[src/rtl/stoch_posterior_acc_pkg.sv]
// Shared Bayesian inference types: FSM encoding, default widths and the
// bayesian_4_4_64_64 configuration types used by the posterior datapath.
package stoch_posterior_acc_pkg;

    localparam int N_CLASS_DEF = 4;
    localparam int N_OBS_DEF   = 4;
    localparam int CNT_W_DEF   = 8;

    typedef logic [1:0] fsm_state_t;

    localparam fsm_state_t ST_IDLE = 2'd0;
    localparam fsm_state_t ST_RUN  = 2'd1;
    localparam fsm_state_t ST_DONE = 2'd2;

    // bayesian_4_4_64_64: 4 classes x 4 observations, 64-bit probability and prior vectors
    localparam int BAYES_N_CLASS = 4;
    localparam int BAYES_N_OBS   = 4;
    localparam int BAYES_PROB_W  = 64;
    localparam int BAYES_PRIOR_W = 64;

    typedef logic [BAYES_PROB_W-1:0]  bayes_prob_vec_t;
    typedef logic [BAYES_PRIOR_W-1:0] bayes_prior_vec_t;

    typedef struct packed {
        logic [CNT_W_DEF-1:0] count;
        logic [1:0]           class_idx;
    } bayes_result_t;

endpackage

[src/rtl/stoch_class_counter.sv]
// One hypothesis class: ANDs its likelihood bits (stochastic product) and
// accumulates the result in a saturating counter.
module stoch_class_counter
    import stoch_posterior_acc_pkg::*;
#(
    parameter int N_OBS = N_OBS_DEF,
    parameter int CNT_W = CNT_W_DEF
) (
    input  logic             clk_i,
    input  logic             rst_ni,
    input  logic             clr_i,
    input  logic             en_i,
    input  logic [N_OBS-1:0] bits_i,
    output logic [CNT_W-1:0] cnt_o
);

    logic [CNT_W-1:0] cnt_q;
    logic [CNT_W-1:0] cnt_d;
    logic             hit;

    always_comb begin
        hit   = en_i & (&bits_i);
        cnt_d = cnt_q;
        if (clr_i) begin
            cnt_d = '0;
        end else if (hit && (cnt_q != {CNT_W{1'b1}})) begin
            cnt_d = cnt_q + CNT_W'(1);
        end
    end

    always_ff @(posedge clk_i or negedge rst_ni) begin
        if (!rst_ni) begin
            cnt_q <= '0;
        end else begin
            cnt_q <= cnt_d;
        end
    end

    assign cnt_o = cnt_q;

endmodule

[src/rtl/stoch_posterior_acc.sv]
// Stochastic posterior accumulator: runs a sample window over per-class
// likelihood bitstreams, then holds the counts and their argmax for handshake.
module stoch_posterior_acc
    import stoch_posterior_acc_pkg::*;
#(
    parameter int N_CLASS = N_CLASS_DEF,
    parameter int N_OBS   = N_OBS_DEF,
    parameter int CNT_W   = CNT_W_DEF,
    localparam int IDX_W  = (N_CLASS > 1) ? $clog2(N_CLASS) : 1
) (
    input  logic                       clk_i,
    input  logic                       rst_ni,
    input  logic                       start_i,
    input  logic [CNT_W-1:0]           window_i,
    input  logic [N_CLASS*N_OBS-1:0]   probabit_i,
    output logic                       sample_en_o,
    output logic                       busy_o,
    output logic                       valid_o,
    input  logic                       ready_i,
    output logic [N_CLASS*CNT_W-1:0]   count_o,
    output logic [IDX_W-1:0]           argmax_o
);

    fsm_state_t       state_q;
    fsm_state_t       state_d;
    logic [CNT_W-1:0] rem_q;
    logic [CNT_W-1:0] rem_d;
    logic             clr;
    logic             run;
    logic [CNT_W-1:0] cnt [N_CLASS];
    logic [CNT_W-1:0] best_val;
    logic [IDX_W-1:0] best_idx;

    always_comb begin
        state_d = state_q;
        rem_d   = rem_q;
        clr     = 1'b0;
        case (state_q)
            ST_IDLE: begin
                if (start_i) begin
                    clr = 1'b1;
                    if (window_i != '0) begin
                        rem_d   = window_i;
                        state_d = ST_RUN;
                    end else begin
                        rem_d   = '0;
                        state_d = ST_DONE;
                    end
                end
            end
            ST_RUN: begin
                rem_d = rem_q - CNT_W'(1);
                if (rem_q == CNT_W'(1)) begin
                    state_d = ST_DONE;
                end
            end
            ST_DONE: begin
                // start_i is deliberately not looked at here, even on the handshake cycle
                if (ready_i) begin
                    state_d = ST_IDLE;
                end
            end
            default: begin
                state_d = ST_IDLE;
            end
        endcase
    end

    always_ff @(posedge clk_i or negedge rst_ni) begin
        if (!rst_ni) begin
            state_q <= ST_IDLE;
            rem_q   <= '0;
        end else begin
            state_q <= state_d;
            rem_q   <= rem_d;
        end
    end

    assign run         = (state_q == ST_RUN);
    assign sample_en_o = run;
    assign busy_o      = (state_q == ST_RUN) || (state_q == ST_DONE);
    assign valid_o     = (state_q == ST_DONE);

    for (genvar c = 0; c < N_CLASS; c++) begin : g_class
        stoch_class_counter #(
            .N_OBS (N_OBS),
            .CNT_W (CNT_W)
        ) u_cnt (
            .clk_i  (clk_i),
            .rst_ni (rst_ni),
            .clr_i  (clr),
            .en_i   (run),
            .bits_i (probabit_i[c*N_OBS +: N_OBS]),
            .cnt_o  (cnt[c])
        );
        assign count_o[c*CNT_W +: CNT_W] = cnt[c];
    end

    // Strict greater-than keeps the lowest index on ties
    always_comb begin
        best_val = cnt[0];
        best_idx = '0;
        for (int c = 1; c < N_CLASS; c++) begin
            if (cnt[c] > best_val) begin
                best_val = cnt[c];
                best_idx = IDX_W'(c);
            end
        end
    end

    assign argmax_o = best_idx;

endmodule

[config.mk]
export PLATFORM = sky130hd
export DESIGN_NAME = stoch_posterior_acc
export DESIGN_NICKNAME = d
export VERILOG_FILES = /design/src/rtl/stoch_posterior_acc_pkg.sv /design/src/rtl/stoch_class_counter.sv /design/src/rtl/stoch_posterior_acc.sv
export SDC_FILE = /design/constraint.sdc
export NUM_CORES = 1
export LEC_CHECK = 0
export ABC_AREA = 1
export ABC_CLOCK_PERIOD_IN_PS = 5100
export BUFFER_PORTS_ARGS = -buffer_cell sky130_fd_sc_hd__buf_2
export CAP_MARGIN = 0
export CORE_MARGIN = 2
export CORE_UTILIZATION = 30
export DETAILED_ROUTE_END_ITERATION = 8
export SLEW_MARGIN = 20
export SYNTH_ARGS = -nofsm -noshare
export SYNTH_HDL_FRONTEND = slang
export SYNTH_HIERARCHICAL = 1
export SYNTH_SLANG_ARGS = --single-unit
[constraint.sdc]
create_clock -name clk_i -period 5.1 [get_ports clk_i]
set_clock_uncertainty 0.15 [all_clocks]
set_input_delay 0.51 -clock clk_i [delete_from_list [all_inputs] [get_ports clk_i]]
set_output_delay 0.51 -clock clk_i [all_outputs]
set_load 0.05 [all_outputs]
==> results of run 1 <==
-- registers in the layout, summed over array words and instances, names as in the netlist --
name,count
rem_q,8
g_class.u_cnt/cnt_o,32
state_q,2
-- layout make-up --
cell class	instances	area share [%]
inverter	91	8.38
clock inverter	3	1.60
tap	147	4.26
sequential	42	24.4
timing repair buffer	66	7.95
clock buffer	5	2.90
multi-input combinational	382	50.5
-- final timing paths --
kind | end | slack (ns) | cells past startpoint
max reg2reg | g_class[1].u_cnt/cnt_o[1] | 3.04 | 9
min in group clk_i | rem_q[1] | 0.33 | 3
min | state_q[1] | 0.08 | 1
max in group asynchronous | g_class[0].u_cnt/cnt_o[3] | 4.29 | 1
max | argmax_o[0] | 0.40 | 28
min reg2reg | state_q[0] | 0.36 | 2
-- cells by family (layout without fill, tap and decap cells) --
kind of cell / Yosys count / after routing
AO/OA/AOI/OAI: 64 / 64
XOR/XNOR: 9 / 9
flip-flops: 42 / 42
AND/OR/NAND/NOR: 276 / 276
buffers and inverters: 94 / 165
adder cells (fa/ha/maj): 33 / 33
-- report_power, final --
| part | switching, mW | internal (mW) |
|---|---|---|
| Clock | 0.138 | 0.281 |
| Sequential | 0.0406 | 0.378 |
| Combinational | 0.687 | 0.291 |
| Total | 0.866 | 0.951 |
-- metal layers --
metal / part of all wire [%] / track usage (%) / up-vias
li1: - / - / 1803
met1: 43 / 18.8 / 1655
met2: 50 / 27.0 / 88
met3: 4.7 / 2.92 / 16
met4: 2.0 / 5.45 / 0
met5: 0 / 0 / -
-- stage by stage --
step | cell area, sq um | worst slack (ns)
6_report | 4310 | 0.398
5_1_grt | 4310 | 0.0324
4_1_cts | 4300 | 0.0741
3_5_place_dp | 4100 | 0.416
3_3_place_gp | 4100 | 0.506
2_1_floorplan | 3610 | 0.669
-- repair_timing --
item                       4_1_cts  5_1_grt
resized for setup                0        7
setup buffers                    0        0
hold buffers                     0        0
setup endpoints to repair        0        2
-- placed cells by master (no fill, tap or decap), types with 6 or more instances in the layout --
| cell | n |
|---|---|
| nand2_1 | 145 |
| inv_1 | 84 |
| buf_2 | 61 |
| nand3_1 | 53 |
| dfrtp_1 | 40 |
| ha_1 | 33 |
| nor2_1 | 21 |
| o21ai_0 | 19 |
| a21oi_1 | 16 |
| nand2_2 | 13 |
| o21ai_1 | 13 |
| nand4_1 | 10 |
| and2_1 | 8 |
| nand2_4 | 7 |
| o211ai_1 | 6 |
==> summary.txt, run 1 <==
Setup path
  • Crit-path slowest cell: dfrtp_1
  • Type of the worst setup path: register to primary output
  • Critical Path AT: 4.04 ns
  • Launch point of the worst path: g_class[0].u_cnt/cnt_o[5]
  • Crit path max-delay family: simple AND/OR/NAND/NOR gates
  • Reg2reg start: state_q[0]
  • Critical Path Max Stage Delay: 0.47 ns
  • Worst path bufs/invs: 4
  • Worst setup SP type: register
  • Critical Path Fanout Max: 11
  • Most frequent CP cell: nand2_1
  • CP endpoint kind: primary output
  • Critical path required time: 4.44 ns

STA
  • RSZ-0062 raised after global routing: false
  • FMAX: 0.213 GHz
  • Slew HR: 60.6%
  • Final setup fails: 0
  • Final hold slack: 0.0764 ns
  • Final Cycle Share: 92.2%
  • Final hold vios: 0
  • Slew @ Worst Pin: 0.591 ns
  • Pins Over Slew Limit: 0
  • Setup TNS: 0 ns
  • Clock period minus worst slack: 4.70 ns

Drt
  • Vias: 3562
  • Routed len/inst: 12.8 um
  • ANT nets after route: 0
  • DRT iter0 DRCs: 137
  • Final WL: 9440 um
  • 1st-pass router iterations: 4
  • Mean number of vias per cell: 4.84
  • Drc violations: 0

Clocking
  • Clk root buf: clkbuf_16
  • CTS Buffer Depth: 2
  • Clock slew at reported path FFs: 0.06 ns
  • CTS tree: yes
  • CTS buffer count: 5
  • Clock Latency Late Sink: 0.28 ns
  • Clock sinks: 42
  • CTS H-tree lvls: 2

Hold path
  • Hold Crit Class: input port to async pin

Synthesis
  • Synth cell count leaders: 146 x nand2_1, 85 x inv_1, 53 x nand3_1, 42 x dfrtp_1, 33 x ha_1
  • Compound-gate portion of the synthesized area: 9.95%
  • Largest family of logic cells by synthesized area: simple AND/OR/NAND/NOR gates
  • Syn nets: 579
  • Number of enable flip-flop cells after synthesis: 0
  • Asr flop ratio synth: 100%
  • Synth Area in XOR/XNOR: 2.19%
  • Top_reg_cell synth: dfrtp_1
  • Mux share of post-synthesis cell area: 0%
  • Seq/Total Area, Yosys: 29.1%
  • Synth top area share: 29.1%
  • Synth Area in Adders: 11.4%
  • Cell taking the most area after synthesis: dfrtp_1
  • Mapped Area: 0.00361 sq mm
  • Synth warn: 6
  • Synth cell types: 34
  • Most frequent cell after synthesis: nand2_1
  • Simple-gate area share of the yosys netlist: 36.6%
  • Syn Area/Cell: 6.96 sq um
  • Yosys reg bits: 42
  • Post-Syn Instances: 518
  • Synth top area cells: dfrtp_1 29%, nand2_1 15%, ha_1 11%

Global route
  • Gr usage total: 15.4%
  • Initial antenna violation count: 0
  • Largest net degree at the start of global routing: 43
  • First-pass GRT wire length: 16400 um
  • Remaining Overflow, GRT: 0
  • Number of global-route vias before repair: 3583

Layout
  • Fill cell count: 1258
  • Layout area overhead: 19.6%
  • Fin cells: 736
  • Layout cells sized above 1: 19.7%
  • Area of the multi-input gates: 0.00218 sq mm
  • Register Area: 0.00105 sq mm
  • Final core occ: 36.4%
  • Final nets: 649
  • Ant. Diodes: 0

Floorplanning
  • Die Y-Extent: 114 um
  • CORE AREA: 0.0119 sq mm
  • Initial Util: 30.4%
  • I/O Pins: 65
  • Die area: 0.0129 sq mm
  • FP Rows: 40
  • Die width: 114 um

Placement
  • Placer congestion estimate: 0.880
  • Port bufs: 64
  • Final HPWL DP: 7450 um
  • Cells after DPL: 728

Power
  • P_leak: 2.30 nW
  • VDD IR max: 294 uV
  • PnR Total Power: 1.82 mW
  • PD cells: 421 mW/mm^2

Flow run
  • Maxcap violations: 0

Status
  • Run status: complete, no violations
(Power assumes the default switching activity.)
==> inputs of run 2 (changes only) <==
--- a/config.mk
+++ b/config.mk
@@ -9,9 +9,12 @@
 export ABC_CLOCK_PERIOD_IN_PS = 5100
 export BUFFER_PORTS_ARGS = -buffer_cell sky130_fd_sc_hd__buf_2
 export CAP_MARGIN = 0
+export CELL_PAD_IN_SITES_DETAIL_PLACEMENT = 0
+export CELL_PAD_IN_SITES_GLOBAL_PLACEMENT = 1
 export CORE_MARGIN = 2
 export CORE_UTILIZATION = 30
 export DETAILED_ROUTE_END_ITERATION = 8
+export PLACE_DENSITY_LB_ADDON = 0.1
 export SLEW_MARGIN = 20
 export SYNTH_ARGS = -nofsm -noshare
 export SYNTH_HDL_FRONTEND = slang
==> run 2 against run 1 <==
Effect of this change: power fell by 2.1%; sequential share of layout area fell by 0.29 points; hold slack improved by 0.078 ns.
==> summary.txt, run 2 (synthesis results as in run 1) <==
Global route
  • Largest net degree at the start of global routing: 43 (unchanged)
  • Initial antenna violation count: 0 (unchanged)
  • Remaining Overflow, GRT: 0 (unchanged)
  • Number of global-route vias before repair: 3398 (was 3583)
  • Gr usage total: 16.4% (was 15.4%)
  • First-pass GRT wire length: 16700 um (was 16400 um)

STA
  • RSZ-0062 raised after global routing: false (unchanged)
  • Slew @ Worst Pin: 0.853 ns (was 0.591 ns)
  • Final Cycle Share: 90.9% (was 92.2%)
  • Final setup fails: 0 (unchanged)
  • Clock period minus worst slack: 4.64 ns (was 4.70 ns)
  • FMAX: 0.216 GHz (was 0.213 GHz)
  • Final hold slack: 0.154 ns (was 0.0764 ns)
  • Final hold vios: 0 (unchanged)
  • Setup TNS: 0 ns (unchanged)
  • Pins Over Slew Limit: 0 (unchanged)
  • Slew HR: 43.1% (was 60.6%)

Layout
  • Most common cell after layout, fill and taps aside: nand2_1 (unchanged)
  • Max FFs per register: 32 (unchanged)
  • Final nets: 661 (was 649)
  • Commonest non-fill, non-tap cells in the layout: 145 x nand2_1, 84 x inv_1, 62 x buf_2 (was 145 x nand2_1, 84 x inv_1, 61 x buf_2)
  • Ant. Diodes: 0 (unchanged)
  • Layout area overhead: 21.2% (was 19.6%)
  • Layout cells sized above 1: 21.5% (was 19.7%)

Drt
  • Routed len/inst: 13.3 um (was 12.8 um)
  • Final WL: 9940 um (was 9440 um)
  • Mean number of vias per cell: 4.68 (was 4.84)
  • DRT iter0 DRCs: 112 (was 137)
  • Drc violations: 0 (unchanged)
  • Vias: 3500 (was 3562)
  • ANT nets after route: 0 (unchanged)
  • 1st-pass router iterations: 4 (unchanged)

Power
  • Power share of the clock group: 20.6% (was 23.1%)
  • Power share of the sequential group: 23.4% (was 23.0%)
  • Int Pwr: 0.897 mW (was 0.951 mW)
  • VDD IR max: 317 uV (was 294 uV)
  • P_leak: 2.35 nW (was 2.30 nW)
  • Combinational power share: 56.0% (was 53.9%)
  • Psw: 0.880 mW (was 0.866 mW)
  • Switch share: 49.5% (was 47.7%)
  • PD cells: 407 mW/mm^2 (was 421 mW/mm^2)

Setup path
  • Critical Path AT: 3.98 ns (was 4.04 ns)
  • Crit-path slowest cell: dfrtp_1 (unchanged)
  • Most frequent CP cell: nand2_1 (unchanged)
  • Type of the worst setup path: register to primary output (unchanged)
  • Critical Path Max Stage Delay: 0.48 ns (was 0.47 ns)
  • Reg2Reg Setup Slack: 2.50 ns (was 3.04 ns)
  • Launch point of the worst path: g_class[1].u_cnt/cnt_o[2] (was g_class[0].u_cnt/cnt_o[5])
  • Reg2reg start: state_q[1] (was state_q[0])
  • R2R depth: 8 (was 9)
  • Critical Path Fanout Max: 10 (was 11)
  • R2R Path End: rem_q[6] (was g_class[1].u_cnt/cnt_o[1])
  • CP endpoint kind: primary output (unchanged)
  • Worst setup SP type: register (unchanged)
  • Critical path required time: 4.44 ns (about the same)
  • Critical Path End: argmax_o[0] (unchanged)

Clocking
  • Clock Latency Late Sink: 0.30 ns (was 0.28 ns)
  • CTS H-tree lvls: 2 (unchanged)
  • CTS tree: yes (unchanged)
  • Clk root buf: clkbuf_16 (unchanged)
  • CTS Hold Bufs: 0 (unchanged)
  • CTS buffer count: 5 (unchanged)
  • CTS Buffer Depth: 2 (unchanged)
  • Clock slew at reported path FFs: 0.06 ns (about the same)
  • Clock sinks: 42 (unchanged)

Floorplanning
  • Initial Util: 30.4% (unchanged)
  • Die Y-Extent: 114 um (unchanged)
  • CORE AREA: 0.0119 sq mm (unchanged)
  • I/O Pins: 65 (unchanged)
  • Die area: 0.0129 sq mm (unchanged)
  • FP Rows: 40 (unchanged)
  • Die width: 114 um (unchanged)

Status
  • Run status: complete, no violations (unchanged)

Hold path
  • Hold Crit Class: input port to async pin (unchanged)

Flow run
  • Maxcap violations: 0 (unchanged)

Placement
  • Final HPWL DP: 7790 um (was 7450 um)
  • Port bufs: 64 (unchanged)
  • Placer congestion estimate: 0.794 (was 0.880)
[run 2: cell count changes in the layout (fill, tap and decap cells not counted), moves of 2 or more]
cell	delta
bufinv_16	-2
buf_4	+13
clkbuf_8	+3
clkbuf_4	-2
[run 2: area by class of cell]
cell class	count	area, sq um
Clock buffer	8	166
Fill cell	1292	7490
Inverter	91	362
Multi-Input combinational cell	382	2170
Sequential cell	42	1050
Tap cell	147	184
Timing Repair Buffer	78	430
[run 2: timing repair]
item | in CTS | in global routing
endpoints found under the hold margin | 0 | 0
resized for setup | 0 | 9
buffers inserted | 0 | 6
endpoints found under the setup margin | 0 | 2
[run 2: how the worst min path moves through the flow]
stage,slack [ns],endpoint,cells after the start
floorplan,0.06,g_class[0].u_cnt/cnt_o[0],0
global placement,0.34,state_q[1],2
detailed placement,0.35,state_q[1],2
CTS,0.19,g_class[3].u_cnt/cnt_o[7],2
global route,0.21,g_class[2].u_cnt/cnt_o[6],2
finish,0.15,g_class[3].u_cnt/cnt_o[7],2
[run 2: metrics by stage]
stage	total power, mW	utilization, %	worst slack (ns)	cell area (sq um)	std cells
floorplan	1.18	-	0.669	3610	518
global placement	1.39	35.0	0.440	4150	734
detailed placement	1.40	35.0	0.375	4150	734
CTS	1.77	36.4	0.0397	4310	742
global route	1.94	36.8	0.0187	4370	748
finish	1.78	36.8	0.464	4370	748
[run 2: power groups by stage]
stage | clock [mW] | combinational [mW] | sequential, mW
2_1_floorplan | 0 | 0.745 | 0.431
3_3_place_gp | 0 | 0.967 | 0.424
3_5_place_dp | 0 | 0.972 | 0.423
4_1_cts | 0.382 | 0.975 | 0.417
5_1_grt | 0.396 | 1.12 | 0.425
6_report | 0.366 | 0.996 | 0.416
[run 2: per-layer routing]
layer,global-route usage (%),up-vias,share of wire (%)
li1,-,1842,-
met1,22.8,1601,50
met2,25.9,49,45
met3,3.67,8,3.7
met4,4.07,0,1.1
met5,0,-,0
[run 2: worst max-delay path: cells and delay by family (launching register included)]
kind,cells,cell delay [ns]
and+or+nand+nor,19,1.60
adders and majority gates,3,0.90
buffers and inverters,4,0.52
DFF,1,0.48
AOI/OAI and AO/OA,2,0.15
